`src/rtl/fb_write_scheduler.sv`:
```
// fb_write_scheduler: streams CPU pixel words into a frame-buffer window
// through a small FIFO, and can fill the whole window with one colour.
// Ports:
//   CLOCK_50, resetn          clock, async active-low reset
//   cpu_valid/cpu_data/ready  pixel word handshake from the processor
//   clr_start/clr_colour      request a window fill with a colour
//   fb_plot/fb_addr/fb_data   registered frame-buffer write port
//   busy/full/done            filling, window full, end-of-operation pulse
module fb_write_scheduler #(
    parameter int                ADDR_W = 17,
    parameter logic [ADDR_W-1:0] BASE   = 17'h057E4,
    parameter logic [ADDR_W-1:0] LIMIT  = 17'h0AFC8,
    parameter int                DEPTH  = 4
) (
    input  logic              CLOCK_50,
    input  logic              resetn,
    input  logic              cpu_valid,
    input  logic [31:0]       cpu_data,
    output logic              cpu_ready,
    input  logic              clr_start,
    input  logic [31:0]       clr_colour,
    output logic              fb_plot,
    output logic [ADDR_W-1:0] fb_addr,
    output logic [31:0]       fb_data,
    output logic              busy,
    output logic              full,
    output logic              done
);

    // DEPTH must be a power of two >= 2 so the indices wrap naturally.
    localparam int IDX_W = $clog2(DEPTH);
    localparam int CNT_W = IDX_W + 1;

    typedef enum logic [1:0] {
        S_STREAM,
        S_CLEAR,
        S_FULL
    } state_t;

    state_t            r_state;
    state_t            w_state_nxt;
    logic [ADDR_W-1:0] r_ptr;
    logic [ADDR_W-1:0] w_ptr_nxt;
    logic [31:0]       r_colour;
    logic [31:0]       w_colour_nxt;
    logic              r_plot;
    logic              w_plot_nxt;
    logic [ADDR_W-1:0] r_addr;
    logic [ADDR_W-1:0] w_addr_nxt;
    logic [31:0]       r_data;
    logic [31:0]       w_data_nxt;
    logic              r_done;
    logic              w_done_nxt;

    logic [31:0]       r_mem [DEPTH];
    logic [IDX_W-1:0]  r_wr;
    logic [IDX_W-1:0]  r_rd;
    logic [CNT_W-1:0]  r_cnt;

    logic              w_push;
    logic              w_pop;
    logic              w_clr_go;
    logic              w_last;
    logic              w_in_clear;

    assign cpu_ready  = (r_cnt < CNT_W'(DEPTH)) && (r_state != S_FULL);
    assign w_push     = cpu_valid && cpu_ready;
    assign w_clr_go   = clr_start && (r_state != S_CLEAR);
    // A fill request wins over a pop on the same edge; the word stays queued.
    assign w_pop      = (r_state == S_STREAM) && (r_cnt != '0) && !clr_start;
    assign w_in_clear = (r_state == S_CLEAR);
    assign w_last     = (r_ptr == LIMIT);

    assign fb_plot = r_plot;
    assign fb_addr = r_addr;
    assign fb_data = r_data;
    assign busy    = (r_state == S_CLEAR);
    assign full    = (r_state == S_FULL);
    assign done    = r_done;

    always_ff @(posedge CLOCK_50 or negedge resetn) begin
        if (!resetn) begin
            r_state <= S_STREAM;
        end else begin
            r_state <= w_state_nxt;
        end
    end

    // The three branches are mutually exclusive by construction.
    always_comb begin
        w_state_nxt  = r_state;
        w_ptr_nxt    = r_ptr;
        w_colour_nxt = r_colour;
        w_plot_nxt   = 1'b0;
        w_addr_nxt   = r_addr;
        w_data_nxt   = r_data;
        w_done_nxt   = 1'b0;
        unique case (1'b1)
            w_clr_go: begin
                w_state_nxt  = S_CLEAR;
                w_ptr_nxt    = BASE;
                w_colour_nxt = clr_colour;
            end
            w_pop: begin
                w_plot_nxt = 1'b1;
                w_addr_nxt = r_ptr;
                w_data_nxt = r_mem[r_rd];
                if (w_last) begin
                    w_state_nxt = S_FULL;
                    w_done_nxt  = 1'b1;
                end else begin
                    w_ptr_nxt = r_ptr + ADDR_W'(1);
                end
            end
            w_in_clear: begin
                w_plot_nxt = 1'b1;
                w_addr_nxt = r_ptr;
                w_data_nxt = r_colour;
                if (w_last) begin
                    w_state_nxt = S_STREAM;
                    w_ptr_nxt   = BASE;
                    w_done_nxt  = 1'b1;
                end else begin
                    w_ptr_nxt = r_ptr + ADDR_W'(1);
                end
            end
            default: begin
                w_state_nxt = r_state;
            end
        endcase
    end

    always_ff @(posedge CLOCK_50 or negedge resetn) begin
        if (!resetn) begin
            r_ptr    <= BASE;
            r_colour <= '0;
            r_plot   <= 1'b0;
            r_addr   <= BASE;
            r_data   <= '0;
            r_done   <= 1'b0;
        end else begin
            r_ptr    <= w_ptr_nxt;
            r_colour <= w_colour_nxt;
            r_plot   <= w_plot_nxt;
            r_addr   <= w_addr_nxt;
            r_data   <= w_data_nxt;
            r_done   <= w_done_nxt;
        end
    end

    always_ff @(posedge CLOCK_50 or negedge resetn) begin
        if (!resetn) begin
            r_wr  <= '0;
            r_rd  <= '0;
            r_cnt <= '0;
        end else begin
            if (w_push) begin
                r_wr <= r_wr + IDX_W'(1);
            end
            if (w_pop) begin
                r_rd <= r_rd + IDX_W'(1);
            end
            if (w_push && !w_pop) begin
                r_cnt <= r_cnt + CNT_W'(1);
            end else if (w_pop && !w_push) begin
                r_cnt <= r_cnt - CNT_W'(1);
            end
        end
    end

    always_ff @(posedge CLOCK_50) begin
        if (w_push) begin
            r_mem[r_wr] <= cpu_data;
        end
    end

endmodule

```
`config.mk`:
```
export PLATFORM = sky130hd
export DESIGN_NAME = fb_write_scheduler
export DESIGN_NICKNAME = d
export VERILOG_FILES = /design/src/rtl/fb_write_scheduler.sv
export SDC_FILE = /design/constraint.sdc
export NUM_CORES = 1
export LEC_CHECK = 0
export CORE_MARGIN = 2
export CORE_UTILIZATION = 59
export CTS_BUF_LIST = sky130_fd_sc_hd__clkbuf_16
export DETAILED_ROUTE_END_ITERATION = 6
export PLACE_DENSITY_LB_ADDON = 0.3
export SLEW_MARGIN = 20
export SYNTH_ARGS = -nofsm -noshare
export SYNTH_HDL_FRONTEND = slang
export SYNTH_SLANG_ARGS = --single-unit
```
`constraint.sdc`:
```
create_clock -name CLOCK_50 -period 7.29 [get_ports CLOCK_50]
set_clock_uncertainty 0.2 [all_clocks]
set_input_delay 1.458 -clock CLOCK_50 [delete_from_list [all_inputs] [get_ports CLOCK_50]]
set_output_delay 1.458 -clock CLOCK_50 [all_outputs]
set_load 0.005 [all_outputs]
```
[Yosys cells after proc, flatten, opt, wreduce, memory -nomap -nowiden]
Memory sizes are Yosys's and may differ from the RTL's.
Cells that the tools add are included.
Storage, ports and cells
  bits in registers: 109
  memory bits (writable): 128
  input port bits: 68
  output and inout port bits: 54
  memories: 1
Memories
  r_mem: words 4, bits a word 32, rd ports 1, clocked after Yosys merged registers in 0, write ports 1, RTL line 55  | logic [31:0] r_mem [DEPTH];
Cells by class
  add/subtract/negate cells: 5
  $lt $le $gt $ge: 1
  equal/unequal tests: 8
  multiplexer cells: 14
  reduce and logical (&&, ||, !) cells: 18
Operator list (count)
  32-bit one-hot mux with 2 select lines: 1
  17-bit one-hot mux with 3 select lines: 1
  17-bit two-way mux: 2
  17-bit by 1-bit adder with 17-bit output, second input constant: 1
  17-bit by 16-bit equality test with 1-bit output, second input constant: 1
  1-bit logical AND: 7
  3-bit two-way mux: 2
  2-bit by 1-bit != test with 1-bit output, second input constant: 3
  2-bit one-hot mux with 3 select lines: 1
  3-bit nonzero test: 2
  1-bit two-way mux: 5
  2-bit by 1-bit adder with 2-bit output, second input constant: 2
  2-bit two-way mux: 2
  2-bit != test, second input constant: 2
  2-bit nonzero test: 2
  3-bit by 1-bit adder with 3-bit output, second input constant: 1
  1-bit logical NOT: 3
  3-bit less-than comparator, second input constant: 1
  3-bit AND reduction: 1
  3-bit by 1-bit subtractor with 3-bit output, second input constant: 1
  2-bit by 1-bit equality test with 1-bit output, second input constant: 1
  2-bit equality test, second input constant: 1
  2-bit logical NOT: 1
  2-bit AND reduction: 1
  2-bit OR reduction: 1

[Logic depth before layout (Yosys ltp)]
Gate-level depths: netlist of run 1.
  depth in word-level cells: 7
  mapped depth: 10
  gate-level depth less buffers: 9

[Worst setup path before layout of run 1]
OpenSTA, ideal clock, no wires.
  path kind: input -> register
  from: input port clr_start
  to: register r_cnt[1]
  setup time: 125 ps
  arrival: 3315 ps
  required time: 6965 ps
  setup slack: 3650 ps
  stages on the path: 7
  path buffers: 1
  path through: nor4_2 > inv_2 > clkbuf_1 > ha_1 > inv_1 > fa_1 > mux2_2
Between the ends
  cells in the longest elaborated chain, start to end: 5
  elaborated cells between the ends (all ways): 7
  classes of those cells: 1 x mux; 6 x reduce/logical
Ends and longest elaborated chain
  start, declared: RTL line 20  | input logic clr_start,
  1-bit logical NOT *: RTL line 70  | assign w_pop = (r_state == S_STREAM) && (r_cnt != '0) && !clr_start;
  1-bit logical AND *: RTL line 70
  1-bit logical NOT: RTL line 163  | if (w_push && !w_pop) begin
  1-bit logical AND: RTL line 163
  3-bit two-way mux / 2-bit nonzero test (equally long branches)
  end signal, assigned: RTL line 164  | r_cnt <= r_cnt + CNT_W'(1);
  end signal, assigned: RTL line 166  | r_cnt <= r_cnt - CNT_W'(1);
  end, declared: RTL line 58  | logic [CNT_W-1:0] r_cnt;
Every way passes the cells marked *; elsewhere a longest branch is shown, timed or not.
A chain may end at the register's enable or synchronous reset.

[Final worst setup path of run 1]
  from: input port clr_start
  to: register r_cnt[2]
Same word-level chain as after synthesis.

==> results.ini, run 1 <==
[die]
ios = 122
die_x_um = 131
core_area_sq_um = 15800
dieArea_sq_um = 17200
floorplan.initialDensity = 0.604
dieHeight_um = 131
rows = 46

[clocking]
cts_hold_buf = 0
cts_tree = yes
clkSinkCount = 237
clockRootBuffer = clkbuf_16
cts_made_buffers = 24
cts-root-to-sink-buffers = 3
clkTransAtPathRegs_ps = 60
post_cts_resized = 0
clock_latency_ps = 530
htreeDepth = 1
post_cts_buffers = 0

[synthesis]
synth-seq-area-share = 0.690
synth_nets = 717
synth_mux_area_frac = 0.117
syn_area_sq_um = 9550
netlist_instances = 640
synth-seq-cells = 237
synthDistinctLibCells = 51
yosysMostFrequentCell = edfxtp_1
synth_compound_area_frac = 0.0558
synth-edff-count = 128
synth_top_cell_area_share = 0.402
syn_area_per_cell_sq_um = 14.9
synth_top_flop_cell = edfxtp_1
yosysWarnings = 0
synth_common_cells = edfxtp_1, nand2_1, dfrtp_1
synthSimpleGateAreaFrac = 0.0943
synth_top_family_by_area = multiplexers
synth_top_cell_by_area = edfxtp_1
synthArstFlopShare = 0.460
synth.area.top_cells = edfxtp_1, dfrtp_1, mux4_2
synth_xor_area_frac = 0.00642
synth_fa_ha_area_frac = 0.0126

[finish]
drive_above_1_share = 0.194
fin_cells = 991
antennaDiodeCount = 0
post-route-util = 0.748
area_delta_synth_final_pct = 23.9
finalNetCount = 834
stdcell_area_sq_um = 11800

[timing]
worstMarginPinSlew_ps = 1060
rsz0062_at_grt = false
slew_headroom = 0.288
setup_viol = 0
final_hold_viol_count = 0
final-max-slew-violation-count = 0
fin_tns_setup_ps = 0
min_period_ps = 3980
timing.fmax_mhz = 251
min_period_over_period = 0.546

[worst_hold_path]
worstHoldPathType = flip-flop to flip-flop

[critical_path]
critPathCaptureType = flip-flop
path_max_fanout = 36
worstPathCellList = clkdlybuf4s50_1 -> nor4_4 -> buf_4 -> inv_2 -> ha_1 -> inv_1 -> fa_1 -> xor2_1 -> nor2_1 -> xor2_1
crit_slowest_cell = clkdlybuf4s50_1
cp.required_ps = 7520
path_common_cell = xor2_1
cp-start-kind = input port
max_stage_delay_ps = 640
crit_arrival_ps = 4210
crit_type = input port to flip-flop

[grt]
grt_pass1_vias = 6118
grt.busiest_layer = met2
antenna_found_initial = 0
grt_use_total = 0.240
gr-total-overflow = 0
use_met2 = 0.423
grt_pass1_wl_mm = 32.8
grt_max_degree = 73
grt_use_met1 = 0.317
met3_usage = 0.0390

[power]
fin_total_pwr_uw = 3910
p_leak_uw = 0.00445
powerDensity_nw_per_um2 = 330
ir_worst_vdd_v = 0.000297

[drt]
wirelength_mm = 20.3
postRouteAntennaNets = 0
drc = 0
wire_per_inst_um = 20.5
firstDrtPassIters = 4
vias = 5803
drtIter0Drc = 508
via_per_inst = 5.86

[place]
place_hpwl_mm = 12.7
port_buffers = 121
dpl.cell_count = 947
placed_cell_area_sq_um = 10900
gp_congestion = 0.810

[flow_run]
maxCapViolCount = 0

[status]
outcome = completed

critical path: cells and delay by family:
kind,cells,cell delay (ps)
fa+ha+maj,2,670
buf+inv,4,1530
xor+xnor,2,330
simple gates,2,180
flip-flops by register name, summed over array words and instances, names as in the netlist:
name and flops:
r_ptr 17, r_mem 128, r_state 2, r_colour 32, r_rd 2, fb_data 32
fb_addr 17, done 1, r_cnt 3, r_wr 2, fb_plot 1
cells in the final DEF, fill, tap and decap left out, drive strengths merged, types with 2 or more instances in the layout:
cell type | synthesis | routed
a22o | 2 | 2
mux2 | 35 | 35
and4 | 3 | 3
a221o | 5 | 5
ha | 8 | 8
xnor2 | 5 | 5
nand2 | 101 | 101
and3 | 6 | 6
clkdlybuf4s50 | 0 | 120
nor4b | 3 | 3
a21oi | 4 | 4
o21ai | 12 | 12
edfxtp | 128 | 128
a31oi | 33 | 33
nor4 | 10 | 10
a221oi | 8 | 8
buf | 12 | 8
dfstp | 18 | 18
and2 | 6 | 6
inv | 18 | 21
nand4 | 6 | 6
nor3 | 6 | 6
bufinv | 0 | 6
clkinvlp | 0 | 4
clkinv | 1 | 7
nor2 | 42 | 42
mux4 | 32 | 32
nand3 | 4 | 4
dfrtp | 91 | 91
clkbuf | 25 | 25
xor2 | 2 | 2
per-stage QoR:
stage / hold slack, ps / setup slack (ps)
CTS: 281 / 3350
finish: 276 / 3310
floorplan: 265 / 3650
global route: 292 / 3170
global placement: 266 / 2920
detailed placement: 266 / 2850
cells by family after synthesis:
logic type,after synthesis
DFF,237
xor gates and xnor gates,7
muxes,67
and+or+nand+nor,194
buffers and inverters,56
AOI/OAI and AO/OA,70
adders and majority gates,9
final timing paths:
check | depth (start not counted) | slack [ps] | endpoint | start
max in group asynchronous | 2 | 4840 | r_rd[0]$_DFFE_PN0P_ | resetn
max | 10 | 3310 | r_cnt[2]$_DFFE_PN0P_ | clr_start
max reg2reg | 10 | 3980 | r_cnt[2]$_DFFE_PN0P_ | r_cnt[0]$_DFFE_PN0P_
min | 2 | 280 | fb_addr[8]$_DFFE_PN1N_ | fb_addr[8]$_DFFE_PN1N_
min in group asynchronous | 1 | 700 | r_colour[28]$_DFFE_PN0P_ | resetn
min reg2reg | 2 | 280 | fb_addr[8]$_DFFE_PN1N_ | fb_addr[8]$_DFFE_PN1N_
metal layers:
layer,up-vias,routed length [um]
met3,34,948
li1,2613,-
met5,-,0
met2,164,10600
met1,2992,8330
met4,0,417
power by group:
group	internal (uW)	switching, uW	total, uW	leakage, uW
Clock	840	512	1350	0.000431
Sequential	1700	176	1880	0.00248
Combinational	367	312	679	0.00153
Total	2910	1000	3910	0.00445
final cells by class:
class / instances / area (sq um)
fill: 977 / 3990
multi-input combinational: 347 / 2750
sequential: 237 / 6600
clock inverter: 19 / 272
inverter: 19 / 71.3
clock buffer: 25 / 626
tap: 216 / 270
timing repair buffer: 128 / 1260
Note: power is estimated with default switching activity, not from simulation.
==> inputs of run 2 (changes only) <==
--- a/config.mk
+++ b/config.mk
@@ -6,7 +6,7 @@
 export NUM_CORES = 1
 export LEC_CHECK = 0
 export CORE_MARGIN = 2
-export CORE_UTILIZATION = 59
+export CORE_UTILIZATION = 50
 export CTS_BUF_LIST = sky130_fd_sc_hd__clkbuf_16
 export DETAILED_ROUTE_END_ITERATION = 6
 export PLACE_DENSITY_LB_ADDON = 0.3
==> constraint.sdc (replaced) <==
create_clock -name CLOCK_50 -period 3.4 [get_ports CLOCK_50]
set_clock_uncertainty 0.2 [all_clocks]
set_input_delay 0.68 -clock CLOCK_50 [delete_from_list [all_inputs] [get_ports CLOCK_50]]
set_output_delay 0.68 -clock CLOCK_50 [all_outputs]
set_load 0.005 [all_outputs]
==> results.ini, run 2 (same netlist as run 1, synthesis figures left out) <==
[status]
outcome = completed

[timing]
fin_tns_setup_ps = 0
min_period_ps = 2880
setup_viol = 0
rsz0062_at_grt = false
timing.fmax_mhz = 347
slew_headroom = 0.335
min_period_over_period = 0.847
final-max-slew-violation-count = 0
final_hold_viol_count = 0
worstMarginPinSlew_ps = 991

[critical_path]
path_max_fanout = 6
crit_arrival_ps = 2000
cp-start-kind = flip-flop
cp.required_ps = 2520
critPathCaptureType = primary output
r2r_slack_ps = 640
crit_type = flip-flop to primary output

[die]
dieHeight_um = 142
floorplan.initialDensity = 0.511
ios = 122
dieArea_sq_um = 20200
die_x_um = 142
rows = 50
core_area_sq_um = 18700

[grt]
antenna_found_initial = 1
grt_max_degree = 66
grt_pass1_vias = 6206
grt_pass1_wl_mm = 33.0
gr-total-overflow = 0
grt_use_total = 0.209

[worst_hold_path]
worstHoldPathType = input port to asynchronous set/reset pin

[clocking]
cts_tree = yes
cts_made_buffers = 25
clockRootBuffer = clkbuf_16
cts-root-to-sink-buffers = 3
post_cts_buffers = 0
clock_latency_ps = 510
htreeDepth = 1
clkTransAtPathRegs_ps = 60
cts_hold_buf = 0
post_cts_resized = 0
clkSinkCount = 237

[drt]
postRouteAntennaNets = 0
drtIter0Drc = 341
vias = 5772
drc = 0
wirelength_mm = 20.3
firstDrtPassIters = 4
wire_per_inst_um = 19.8
via_per_inst = 5.64

[flow_run]
maxCapViolCount = 0

[finish]
final_common_cell = edfxtp_1
finalNetCount = 847
drive_above_1_share = 0.209
area_delta_synth_final_pct = 23.9
top_register = r_mem
post-route-util = 0.633
antennaDiodeCount = 0
largest_register_ffs = 128
fin_cells = 1023
most-common-layout-cells = edfxtp_1, clkdlybuf4s50_1, nand2_1

[place]
dpl.cell_count = 977
place_hpwl_mm = 13.2
port_buffers = 121
gp_congestion = 0.795

[power]
ir_worst_vdd_v = 0.000429
powerDensity_nw_per_um2 = 676
p_leak_uw = 0.00447

run 2: path summary, 6_finish.rpt:
kind,to,depth (start not counted),from
max,cpu_ready,3,r_state[1]$_DFFE_PN0P_
max reg2reg,r_ptr[15]$_DFFE_PN0P_,7,r_ptr[0]$_DFFE_PN0P_
min,fb_data[21]$_DFFE_PN0N_,1,resetn
min reg2reg,fb_addr[7]$_DFFE_PN1N_,2,fb_addr[7]$_DFFE_PN1N_
max in group asynchronous,fb_addr[10]$_DFFE_PN1N_,2,resetn
min in group CLOCK_50,fb_addr[7]$_DFFE_PN1N_,2,fb_addr[7]$_DFFE_PN1N_
run 2: routing by layer:
layer  GRT usage  up-vias  part of all wire
met5           0        -           0.00064
met4      0.0500        2             0.014
met3      0.0397       25             0.057
met2       0.359      148              0.52
met1       0.278     2944              0.41
li1            -     2653                 -
run 2: final cells by class:
type / count / area (sq um)
fill: 1312 / 6870
sequential: 237 / 6600
multi-input combinational: 347 / 2750
timing repair buffer: 140 / 1360
clock buffer: 25 / 626
tap: 234 / 293
clock inverter: 21 / 139
inverter: 19 / 71.3
run 2: critical path, stage by stage, from the launching register on:
cell and delay [ps]:
dfrtp_1 450, nor2b_1 180, nor2_1 250, clkdlybuf4s50_1 600
run 2: power by group:
| group | internal (uW) | switching [uW] | leakage, uW |
|---|---|---|---|
| sequential | 3650 | 376 | 0.00248 |
| combinational | 815 | 639 | 0.00160 |
| clock | 1420 | 1100 | 0.000391 |
run 2: stage by stage:
step	total power, uW	setup WS, ps	instance area, sq um	hold WS (ps)
after floorplan	4830	538	9550	184
after global placement	5460	315	11100	268
after detailed placement	5550	242	11100	262
after CTS	8080	498	11800	9.88
after global routing	8400	416	11800	48.2
final	8000	521	11800	0.526
